File: src/rtl/bit_serializer.sv
// Parallel-to-serial front end: takes WIDTH-bit words over ready/valid and
// emits them one bit per clock as a valid/d_out bitstream. A one-word holding
// register lets the next word queue up so consecutive words stream gaplessly.
module bit_serializer #(
    parameter int unsigned WIDTH     = 8,
    parameter bit          MSB_FIRST = 1'b1
) (
    input  logic             clk,
    input  logic             rst,
    input  logic             in_valid,
    input  logic [WIDTH-1:0] in_data,
    output logic             in_ready,
    output logic             valid,
    output logic             d_out,
    output logic             last
);

    localparam int unsigned     CntW    = $clog2(WIDTH);
    localparam logic [CntW-1:0] CntLast = CntW'(WIDTH - 1);

    typedef enum logic {StIdle, StShift} state_e;

    state_e           state_q, state_d;
    logic [WIDTH-1:0] sh_q, sh_d;
    logic [CntW-1:0]  cnt_q, cnt_d;
    logic [WIDTH-1:0] hold_data_q, hold_data_d;
    logic             hold_full_q, hold_full_d;

    logic             accept;
    logic [WIDTH-1:0] sh_shifted;

    // Handshake: ready depends only on registers and reset, never on in_valid.
    assign in_ready = rst & ~hold_full_q;
    assign accept   = in_valid & in_ready;

    // Serial outputs decoded straight from the registers.
    assign valid = (state_q == StShift);
    assign d_out = valid ? (MSB_FIRST ? sh_q[WIDTH-1] : sh_q[0]) : 1'b0;
    assign last  = valid & (cnt_q == CntLast);

    // Shift one position toward the output end, zero-filled.
    always_comb begin
        sh_shifted = '0;
        if (MSB_FIRST) begin
            sh_shifted = {sh_q[WIDTH-2:0], 1'b0};
        end else begin
            sh_shifted = {1'b0, sh_q[WIDTH-1:1]};
        end
    end

    // Next-state logic: load, shift, queue into hold, reload at word boundary.
    always_comb begin
        state_d     = state_q;
        sh_d        = sh_q;
        cnt_d       = cnt_q;
        hold_data_d = hold_data_q;
        hold_full_d = hold_full_q;

        unique case (state_q)
            StIdle: begin
                // Hold register is always empty here, so accepts go straight to sh.
                if (accept) begin
                    sh_d    = in_data;
                    cnt_d   = '0;
                    state_d = StShift;
                end
            end
            StShift: begin
                if (cnt_q != CntLast) begin
                    cnt_d = cnt_q + CntW'(1);
                    sh_d  = sh_shifted;
                    if (accept) begin
                        hold_data_d = in_data;
                        hold_full_d = 1'b1;
                    end
                end else begin
                    // Word boundary: a queued word wins; accept cannot coincide
                    // with a full hold because in_ready is low then.
                    cnt_d = '0;
                    if (hold_full_q) begin
                        sh_d        = hold_data_q;
                        hold_full_d = 1'b0;
                    end else if (accept) begin
                        sh_d = in_data;
                    end else begin
                        state_d = StIdle;
                    end
                end
            end
            default: begin
                state_d = StIdle;
            end
        endcase
    end

    // State registers with synchronous active-low reset; reset drops any word in flight.
    always_ff @(posedge clk) begin
        if (!rst) begin
            state_q     <= StIdle;
            sh_q        <= '0;
            cnt_q       <= '0;
            hold_data_q <= '0;
            hold_full_q <= 1'b0;
        end else begin
            state_q     <= state_d;
            sh_q        <= sh_d;
            cnt_q       <= cnt_d;
            hold_data_q <= hold_data_d;
            hold_full_q <= hold_full_d;
        end
    end

endmodule

File: config.mk
export PLATFORM = sky130hd
export DESIGN_NAME = bit_serializer
export DESIGN_NICKNAME = d
export VERILOG_FILES = /design/src/rtl/bit_serializer.sv
export SDC_FILE = /design/constraint.sdc
export NUM_CORES = 1
export LEC_CHECK = 0
export CAP_MARGIN = 10
export CORE_MARGIN = 1.5
export CORE_UTILIZATION = 42
export DETAILED_ROUTE_END_ITERATION = 10
export HOLD_SLACK_MARGIN = 0.03
export MAX_ROUTING_LAYER = met4
export PLACE_DENSITY_LB_ADDON = 0.12
export SYNTH_ARGS = -nofsm -noshare
export SYNTH_HDL_FRONTEND = slang
export SYNTH_SLANG_ARGS = --single-unit
File: constraint.sdc
create_clock -name clk -period 1.48 [get_ports clk]
set_clock_uncertainty 0.05 [all_clocks]
set_input_delay 0.148 -clock clk [delete_from_list [all_inputs] [get_ports clk]]
set_output_delay 0.148 -clock clk [all_outputs]
set_load 0.01 [all_outputs]
==> results of run 1 <==
## synthesized netlist by cell type, drive strengths merged (2+ instances only)
master	instances	area share (%)
a21boi	3	2.2
a21oi	5	2.5
a31oi	3	1.9
buf	6	3.5
dfxtp	21	42
ha	2	2.5
inv	2	0.74
mux2i	8	7.9
nand2	14	5.2
nand2b	7	5.3
nand3	2	0.99
nand3b	8	5.9
nor2	2	0.74
nor2b	4	2.5
o21ai	9	4.5
o221ai	4	3.5
o22ai	3	1.9
## cell families (layout without fill, tap and decap cells)
group	after synthesis	after routing	share of synthesized area (%)
multiplexers	8	8	7.931
AND/OR/NAND/NOR	42	42	25.16
AO/OA/AOI/OAI	29	29	18.09
flip-flops	21	21	41.64
buffers and inverters	9	40	4.708
adder cells (fa/ha/maj)	2	2	2.478
## path summary, 6_finish.rpt
path,endpoint,slack (ns)
max,last,0.04
min,hold_data_q[2],0.39
max reg2reg,hold_data_q[0],0.08
min reg2reg,sh_q[0],0.41
## cell type report
cell class              count  area [sq um]
fillers                   207         852.1
multi-input cells          81         580.6
flip-flops and latches     21         426.7
repair buffers             34         304.0
well taps                  28         35.03
clock buffers               3         22.52
inverters                   2         7.507
clock inverters             1         5.005
## power by group through the flow
stage,Combinational (mW),Clock (mW),Sequential [mW]
2_1_floorplan,0.118,0,0.628
3_3_place_gp,0.203,0,0.636
3_5_place_dp,0.205,0,0.637
4_1_cts,0.217,0.287,0.623
5_1_grt,0.242,0.307,0.630
6_report,0.220,0.277,0.625
## worst max-delay path, stage by stage, from the launching register on
cell                      delay, ns
sky130_fd_sc_hd__dfxtp_2       0.36
sky130_fd_sc_hd__ha_4          0.16
sky130_fd_sc_hd__ha_4          0.17
sky130_fd_sc_hd__nand2_2       0.06
sky130_fd_sc_hd__inv_1         0.05
sky130_fd_sc_hd__buf_2         0.13
## registers in the layout, indices dropped and copies added, names as in the netlist
signal	count
sh_q	8
cnt_q	3
hold_full_q	1
hold_data_q	8
valid	1
## metrics by stage
stage                     worst slack, ns  hold slack (ns)
after floorplan                   0.09783           0.2419
after global placement           -0.08770           0.3963
after detailed placement         -0.08979           0.4003
after CTS                       -0.009641           0.3900
after global routing             0.008655           0.3999
final                             0.04419           0.3900
## timing repair
item | 4_1_cts | 5_1_grt
endpoints found under the setup margin | 17 | 16
pin swaps | 0 | 1
buffers inserted | 2 | 1
gates cloned | 0 | 1
resized for setup | 13 | 8
hold buffers | 0 | 0
## per-layer routing
| metal | global-route usage (%) | vias up | share of wire [%] |
|---|---|---|---|
| met5 | - | - | 0 |
| met4 | 7.895 | 0 | 0.76 |
| met3 | 3.448 | 2 | 2.1 |
| met2 | 30.80 | 8 | 48 |
| met1 | 28.19 | 427 | 49 |
| li1 | - | 460 | - |
==> report_table.html, run 1 <==
<table>
<tr><th>Metric</th><th>Value</th></tr>
<tr><th colspan="2">Synthesis</th></tr>
<tr><td>Post-Synthesis Net Count</td><td>124</td></tr>
<tr><td>Synth Instances</td><td>111</td></tr>
<tr><td>Cell Area, Synth</td><td>1010 sq um</td></tr>
<tr><td>Number of enable flip-flop cells after synthesis</td><td>0</td></tr>
<tr><td>Sequential-to-total area share from yosys stat</td><td>41.64%</td></tr>
<tr><td>Synth unique cells</td><td>29</td></tr>
<tr><td>Warnings, synthesis</td><td>0</td></tr>
<tr><td>Prevailing post-synth register cell</td><td>sky130_fd_sc_hd__dfxtp_1</td></tr>
<tr><td>Number of flip-flops and latches in the synthesized netlist</td><td>21</td></tr>
<tr><td>Async set-or-reset flop fraction in the synthesized netlist</td><td>0%</td></tr>
<tr><td>Average instance area after synthesis</td><td>9.097 sq um</td></tr>
<tr><th colspan="2">Place</th></tr>
<tr><td>Inst Count DP</td><td>162</td></tr>
<tr><td>Hpwl dp</td><td>1608 microns</td></tr>
<tr><td>Number of buffers added on ports</td><td>14</td></tr>
<tr><td>DP Area</td><td>1277 sq um</td></tr>
<tr><td>Placer's final routability congestion estimate</td><td>0.8714</td></tr>
<tr><th colspan="2">Floorplanning</th></tr>
<tr><td>Die width</td><td>52.03 microns</td></tr>
<tr><td>I/O pin count</td><td>15</td></tr>
<tr><td>Starting density of the core</td><td>45.21%</td></tr>
<tr><td>Chip Height</td><td>52.03 microns</td></tr>
<tr><td>Die outline area</td><td>2707 sq um</td></tr>
<tr><td>Cell row count</td><td>17</td></tr>
<tr><td>Core box area</td><td>2233 sq um</td></tr>
<tr><th colspan="2">Layout</th></tr>
<tr><td>Share of post-route cells with drive strength above 1</td><td>25.35%</td></tr>
<tr><td>Antenna fix cells</td><td>0</td></tr>
<tr><td>Final Instance Area</td><td>1381 sq um</td></tr>
<tr><td>Final cell count without fillers</td><td>170</td></tr>
<tr><td>Area delta synth-&gt;final</td><td>36.80%</td></tr>
<tr><td>Most common cell after layout, fill and taps aside</td><td>sky130_fd_sc_hd__dfxtp_1</td></tr>
<tr><td>Final #Nets</td><td>156</td></tr>
<tr><td>Most frequent cells in the layout</td><td>18 x sky130_fd_sc_hd__dfxtp_1, 15 x sky130_fd_sc_hd__buf_4, 13 x sky130_fd_sc_hd__nand2_1, 11 x sky130_fd_sc_hd__clkdlybuf4s50_1</td></tr>
<tr><td>Final design utilization</td><td>61.85%</td></tr>
<tr><th colspan="2">Detailed routing</th></tr>
<tr><td>Iteration count of the initial detailed-routing pass</td><td>4</td></tr>
<tr><td>Post-route DRC</td><td>0</td></tr>
<tr><td>Detailed-route via count</td><td>897</td></tr>
<tr><td>Average via count per standard cell</td><td>5.276</td></tr>
<tr><td>Detailed router's first-iteration violation count</td><td>9</td></tr>
<tr><td>Number of nets still failing antenna checks after routing</td><td>0</td></tr>
<tr><td>Wire length per cell</td><td>13.85 microns</td></tr>
<tr><td>Total wire length after detailed routing</td><td>2354 microns</td></tr>
<tr><th colspan="2">Clocking</th></tr>
<tr><td>Clock tree from TritonCTS</td><td>done</td></tr>
<tr><td>Clock Path Buffers</td><td>2</td></tr>
<tr><td>TritonCTS Sinks</td><td>21</td></tr>
<tr><td>Number of levels the H-tree was split into</td><td>1</td></tr>
<tr><td>CTS clock-pin slew for the worst setup and hold paths</td><td>0.12 ns</td></tr>
<tr><td>Later-pin clock latency in the skew report</td><td>0.31 ns</td></tr>
<tr><td>Clock root buffer</td><td>sky130_fd_sc_hd__clkbuf_4</td></tr>
<tr><td>Total clock buffers created by CTS</td><td>3</td></tr>
<tr><th colspan="2">Power</th></tr>
<tr><td>PnR Total Power</td><td>1.121 mW</td></tr>
<tr><td>Switching power of the nets</td><td>0.2962 mW</td></tr>
<tr><td>Power per unit of standard cell area</td><td>811.5 nW/um^2</td></tr>
<tr><td>Total internal power</td><td>0.8248 mW</td></tr>
<tr><td>Switching Share</td><td>26.43%</td></tr>
<tr><td>Leakage</td><td>0.5635 nW</td></tr>
<tr><td>Seq pwr share</td><td>55.7%</td></tr>
<tr><td>Relative contribution of the clock network to total power</td><td>24.7%</td></tr>
<tr><td>Max IR drop VDD</td><td>0.4966 mV</td></tr>
<tr><td>Combinational cell fraction of total power</td><td>19.6%</td></tr>
<tr><th colspan="2">Worst setup path</th></tr>
<tr><td>Type of element capturing the critical path</td><td>output pin</td></tr>
<tr><td>R2R depth</td><td>6</td></tr>
<tr><td>Crit path from</td><td>cnt_q[0]</td></tr>
<tr><td>Reg-to-reg critical path startpoint</td><td>cnt_q[0]</td></tr>
<tr><td>Maximum fanout encountered on the critical timing path</td><td>3</td></tr>
<tr><td>Kind of critical path</td><td>reg -&gt; out</td></tr>
<tr><td>Startpoint class of the critical path</td><td>register</td></tr>
<tr><td>Worst path required time</td><td>1.28 ns</td></tr>
<tr><td>CP arrival</td><td>1.24 ns</td></tr>
<tr><th colspan="2">Min path</th></tr>
<tr><td>Launch instance of the worst min-delay path</td><td>in_data[2]</td></tr>
<tr><td>WHS Path Cells</td><td>3</td></tr>
<tr><td>Path type of the worst min-delay path</td><td>in -&gt; reg</td></tr>
<tr><th colspan="2">STA</th></tr>
<tr><td>Setup repair after global routing missed its margin</td><td>false</td></tr>
<tr><td>Sum of negative setup slack</td><td>0 ns</td></tr>
<tr><td>Max Transition Viols Final</td><td>0</td></tr>
<tr><td>Highest achievable clock rate</td><td>696.5 MHz</td></tr>
<tr><td>Pin slew with the least headroom to its limit</td><td>0.2027 ns</td></tr>
<tr><td>Final hold violations</td><td>0</td></tr>
<tr><td>Final Cycle Share</td><td>97.01%</td></tr>
<tr><td>Worst slew margin relative to its limit</td><td>86.47%</td></tr>
<tr><td>Final count of negative-setup-slack endpoints</td><td>0</td></tr>
<tr><td>Final worst path period need</td><td>1.436 ns</td></tr>
<tr><th colspan="2">Global route</th></tr>
<tr><td>Maximum number of pins on one net before global-route repair</td><td>14</td></tr>
<tr><td>Vias in the first global route</td><td>850</td></tr>
<tr><td>Total routing usage reported by global routing</td><td>20.72%</td></tr>
<tr><td>Initial antenna violation count</td><td>0</td></tr>
<tr><td>Global-route congestion overflow total</td><td>0</td></tr>
<tr><td>Global-route wire length before repair</td><td>3919 microns</td></tr>
<tr><th colspan="2">Run</th></tr>
<tr><td>MaxCap Viol Count</td><td>0</td></tr>
<tr><th colspan="2">Outcome</th></tr>
<tr><td>Status</td><td>completed</td></tr>
</table>
Note: power is estimated with default switching activity, not from simulation.
==> inputs of run 2 (changes only) <==
- clock period: 1.48 -> 1.5 ns (I/O delays scaled with it)
==> run 2 against run 1 <==
Against the previous run: hold slack gained 0.0081 ns; cell count shrank 2.4%; via count shrank 2.3%; cell area shrank 3.4%; register-to-register slack is essentially flat; non-clock buffer count shrank 4; critical path depth is the same; global-route usage shrank 0.41 points; power shrank 2.0%; combinational power shrank 4%; count of clock-buffer cells in the layout is the same; largest cell class unchanged.
==> report_table.html, run 2 (synthesis gave the netlist of run 1 again) <==
<table>
<tr><th>Metric</th><th>Value</th></tr>
<tr><th colspan="2">Floorplanning</th></tr>
<tr><td>Chip Height</td><td>52.03 microns (unchanged)</td></tr>
<tr><td>Starting density of the core</td><td>45.21% (unchanged)</td></tr>
<tr><td>Die outline area</td><td>2707 sq um (unchanged)</td></tr>
<tr><td>I/O pin count</td><td>15 (unchanged)</td></tr>
<tr><td>Core box area</td><td>2233 sq um (unchanged)</td></tr>
<tr><td>Die width</td><td>52.03 microns (unchanged)</td></tr>
<tr><td>Cell row count</td><td>17 (unchanged)</td></tr>
<tr><th colspan="2">Layout</th></tr>
<tr><td>Share of post-route cells with drive strength above 1</td><td>22.46% (-2.9 points)</td></tr>
<tr><td>Final cell count without fillers</td><td>166 (-2.4%)</td></tr>
<tr><td>Most common cell after layout, fill and taps aside</td><td>sky130_fd_sc_hd__dfxtp_1</td></tr>
<tr><td>Final Instance Area</td><td>1335 sq um (-3.4%)</td></tr>
<tr><td>Leading registers by flop count</td><td>hold_data_q x8, sh_q x8, cnt_q x3</td></tr>
<tr><td>Area delta synth-&gt;final</td><td>32.22%</td></tr>
<tr><td>Final #Nets</td><td>152 (-2.6%)</td></tr>
<tr><td>Most frequent cells in the layout</td><td>19 x sky130_fd_sc_hd__dfxtp_1, 14 x sky130_fd_sc_hd__buf_4, 13 x sky130_fd_sc_hd__nand2_1, 11 x sky130_fd_sc_hd__clkdlybuf4s50_1</td></tr>
<tr><td>Antenna fix cells</td><td>0 (unchanged)</td></tr>
<tr><th colspan="2">Worst setup path</th></tr>
<tr><td>Reg-to-reg critical path startpoint</td><td>cnt_q[0]</td></tr>
<tr><td>Count of cell instances traversed by the critical path</td><td>5 (unchanged)</td></tr>
<tr><td>Setup slack of the worst register-to-register path</td><td>0.07 ns (about the same)</td></tr>
<tr><td>Maximum fanout encountered on the critical timing path</td><td>3 (unchanged)</td></tr>
<tr><td>Cell with the largest stage delay on the worst path</td><td>sky130_fd_sc_hd__dfxtp_1</td></tr>
<tr><td>Crit path from</td><td>cnt_q[1]</td></tr>
<tr><td>R2R depth</td><td>7 (+1)</td></tr>
<tr><td>Startpoint class of the critical path</td><td>register</td></tr>
<tr><td>Type of element capturing the critical path</td><td>output pin</td></tr>
<tr><td>CP arrival</td><td>1.25 ns (about the same)</td></tr>
<tr><td>Crit-path max cell delay</td><td>0.36 ns (about the same)</td></tr>
<tr><td>Family of cells with the greatest summed delay on the critical path</td><td>flip-flops</td></tr>
<tr><td>Worst path required time</td><td>1.30 ns (+0.02 ns)</td></tr>
<tr><td>Crit path buf inv count</td><td>2 (unchanged)</td></tr>
<tr><td>Kind of critical path</td><td>reg -&gt; out</td></tr>
<tr><td>Critical Path, Cell by Cell</td><td>ha_2 &gt; ha_4 &gt; nand2_2 &gt; inv_1 &gt; buf_2</td></tr>
<tr><th colspan="2">Clocking</th></tr>
<tr><td>Number of levels the H-tree was split into</td><td>1 (unchanged)</td></tr>
<tr><td>Hold buffer count at CTS</td><td>0 (unchanged)</td></tr>
<tr><td>Clock root buffer</td><td>sky130_fd_sc_hd__clkbuf_4</td></tr>
<tr><td>Later-pin clock latency in the skew report</td><td>0.30 ns (about the same)</td></tr>
<tr><td>CTS clock-pin slew for the worst setup and hold paths</td><td>0.12 ns (about the same)</td></tr>
<tr><td>Clock Path Buffers</td><td>2 (unchanged)</td></tr>
<tr><td>Clock tree from TritonCTS</td><td>done</td></tr>
<tr><td>TritonCTS Sinks</td><td>21 (unchanged)</td></tr>
<tr><td>Total clock buffers created by CTS</td><td>3 (unchanged)</td></tr>
<tr><th colspan="2">Min path</th></tr>
<tr><td>Launch instance of the worst min-delay path</td><td>in_data[2]</td></tr>
<tr><td>WHS Path Cells</td><td>3 (unchanged)</td></tr>
<tr><td>Path type of the worst min-delay path</td><td>in -&gt; reg</td></tr>
<tr><th colspan="2">Detailed routing</th></tr>
<tr><td>Detailed router's first-iteration violation count</td><td>18 (+9)</td></tr>
<tr><td>Iteration count of the initial detailed-routing pass</td><td>5 (+1)</td></tr>
<tr><td>Wire length per cell</td><td>13.98 microns (+0.93%)</td></tr>
<tr><td>Detailed-route via count</td><td>876 (-2.3%)</td></tr>
<tr><td>Number of nets still failing antenna checks after routing</td><td>0 (unchanged)</td></tr>
<tr><td>Total wire length after detailed routing</td><td>2320 microns (-1.4%)</td></tr>
<tr><td>Average via count per standard cell</td><td>5.277 (about the same)</td></tr>
<tr><td>Post-route DRC</td><td>0 (unchanged)</td></tr>
<tr><th colspan="2">STA</th></tr>
<tr><td>Max Transition Viols Final</td><td>0 (unchanged)</td></tr>
<tr><td>Worst slew margin relative to its limit</td><td>86.73% (+0.26 points)</td></tr>
<tr><td>Final Cycle Share</td><td>96.50%</td></tr>
<tr><td>Final worst path period need</td><td>1.447 ns</td></tr>
<tr><td>Final count of negative-setup-slack endpoints</td><td>0 (unchanged)</td></tr>
<tr><td>Final worst slack</td><td>0.05255 ns (+0.008353 ns)</td></tr>
<tr><td>Highest achievable clock rate</td><td>690.9 MHz</td></tr>
<tr><td>Final hold violations</td><td>0 (unchanged)</td></tr>
<tr><td>Pin slew with the least headroom to its limit</td><td>0.1987 ns (-0.003914 ns)</td></tr>
<tr><td>Sum of negative setup slack</td><td>0 ns (unchanged)</td></tr>
<tr><th colspan="2">Power</th></tr>
<tr><td>PnR Total Power</td><td>1.099 mW (-2.0%)</td></tr>
<tr><td>Leakage</td><td>0.5400 nW (-4.2%)</td></tr>
<tr><td>Switching Share</td><td>26.40% (-0.027 points)</td></tr>
<tr><td>Combinational cell fraction of total power</td><td>19.2% (-0.4 points)</td></tr>
<tr><td>Relative contribution of the clock network to total power</td><td>24.9% (+0.2 points)</td></tr>
<tr><td>Seq pwr share</td><td>55.9% (+0.2 points)</td></tr>
<tr><td>Switching power of the nets</td><td>0.2901 mW (-2.1%)</td></tr>
<tr><td>Total internal power</td><td>0.8088 mW (-1.9%)</td></tr>
<tr><td>Max IR drop VDD</td><td>0.6938 mV (+40%)</td></tr>
<tr><td>Power per unit of standard cell area</td><td>823.1 nW/um^2 (+1.4%)</td></tr>
<tr><th colspan="2">Place</th></tr>
<tr><td>Placer's final routability congestion estimate</td><td>0.8413 (-3.5%)</td></tr>
<tr><td>Hpwl dp</td><td>1620 microns (+0.73%)</td></tr>
<tr><td>Inst Count DP</td><td>161 (-0.62%)</td></tr>
<tr><td>DP Area</td><td>1270 sq um (-0.59%)</td></tr>
<tr><td>Number of buffers added on ports</td><td>14 (unchanged)</td></tr>
<tr><td>DP Worst Slack</td><td>-0.07934 ns (+0.01045 ns)</td></tr>
<tr><th colspan="2">Outcome</th></tr>
<tr><td>Status</td><td>completed</td></tr>
<tr><th colspan="2">Run</th></tr>
<tr><td>MaxCap Viol Count</td><td>0 (unchanged)</td></tr>
<tr><th colspan="2">Global route</th></tr>
<tr><td>Total routing usage reported by global routing</td><td>20.31% (-0.41 points)</td></tr>
<tr><td>Global-route wire length before repair</td><td>3850 microns (-1.8%)</td></tr>
<tr><td>Global-route congestion overflow total</td><td>0 (unchanged)</td></tr>
<tr><td>Initial antenna violation count</td><td>0 (unchanged)</td></tr>
<tr><td>Vias in the first global route</td><td>811 (-4.6%)</td></tr>
<tr><td>Maximum number of pins on one net before global-route repair</td><td>13 (-1)</td></tr>
</table>
-- run 2: final timing paths --
path	to
max	last
max reg2reg	sh_q[5]
min	hold_data_q[2]
min reg2reg	hold_data_q[4]
-- run 2: metrics by stage --
step | hold WS (ns) | utilization (%)
after floorplan | 0.2439 | -
after global placement | 0.3968 | 56.86
after detailed placement | 0.3957 | 56.86
after CTS | 0.3920 | 58.54
after global routing | 0.4261 | 59.78
final | 0.3981 | 59.78
-- run 2: layout make-up --
| type | count | area [sq um] |
|---|---|---|
| Clock inverter | 1 | 5.005 |
| Clock buffer | 3 | 22.52 |
| Fill cell | 224 | 898.4 |
| Inverter | 2 | 7.507 |
| Tap cell | 28 | 35.03 |
| Multi-Input combinational cell | 81 | 570.5 |
| Timing Repair Buffer | 30 | 269.0 |
| Sequential cell | 21 | 425.4 |
-- run 2: power groups by stage --
stage                     sequential, mW  clock, mW  combinational (mW)
after global routing               0.619      0.301               0.232
after detailed placement           0.628          0               0.202
final                              0.614      0.273               0.211
after global placement             0.627          0               0.200
after floorplan                    0.620          0               0.117
after CTS                          0.614      0.287               0.206
-- run 2: timing repair --
item | in CTS | in global routing
resized for setup | 11 | 7
gates cloned | 0 | 0
setup endpoints to repair | 16 | 17
setup buffers | 1 | 0
-- run 2: routing by layer --
layer	part of all wire, %	vias up	track usage (%)
met5	0	-	-
met4	1.3	0	7.895
met3	4.8	4	3.736
met2	46	29	31.01
met1	48	392	26.67
li1	-	451	-
-- run 2: worst min-delay path, delay by kind of cell --
kind,cells,cell delay [ns]
AOI/OAI and AO/OA,1,0.06
buffers and inverters,1,0.42
and+or+nand+nor,1,0.08
==> inputs of run 3 (changes only) <==
- SLEW_MARGIN: unset -> 20
==> results of run 3 <==
Same layout as run 2: the final DEF is identical, and so are final timing and power.
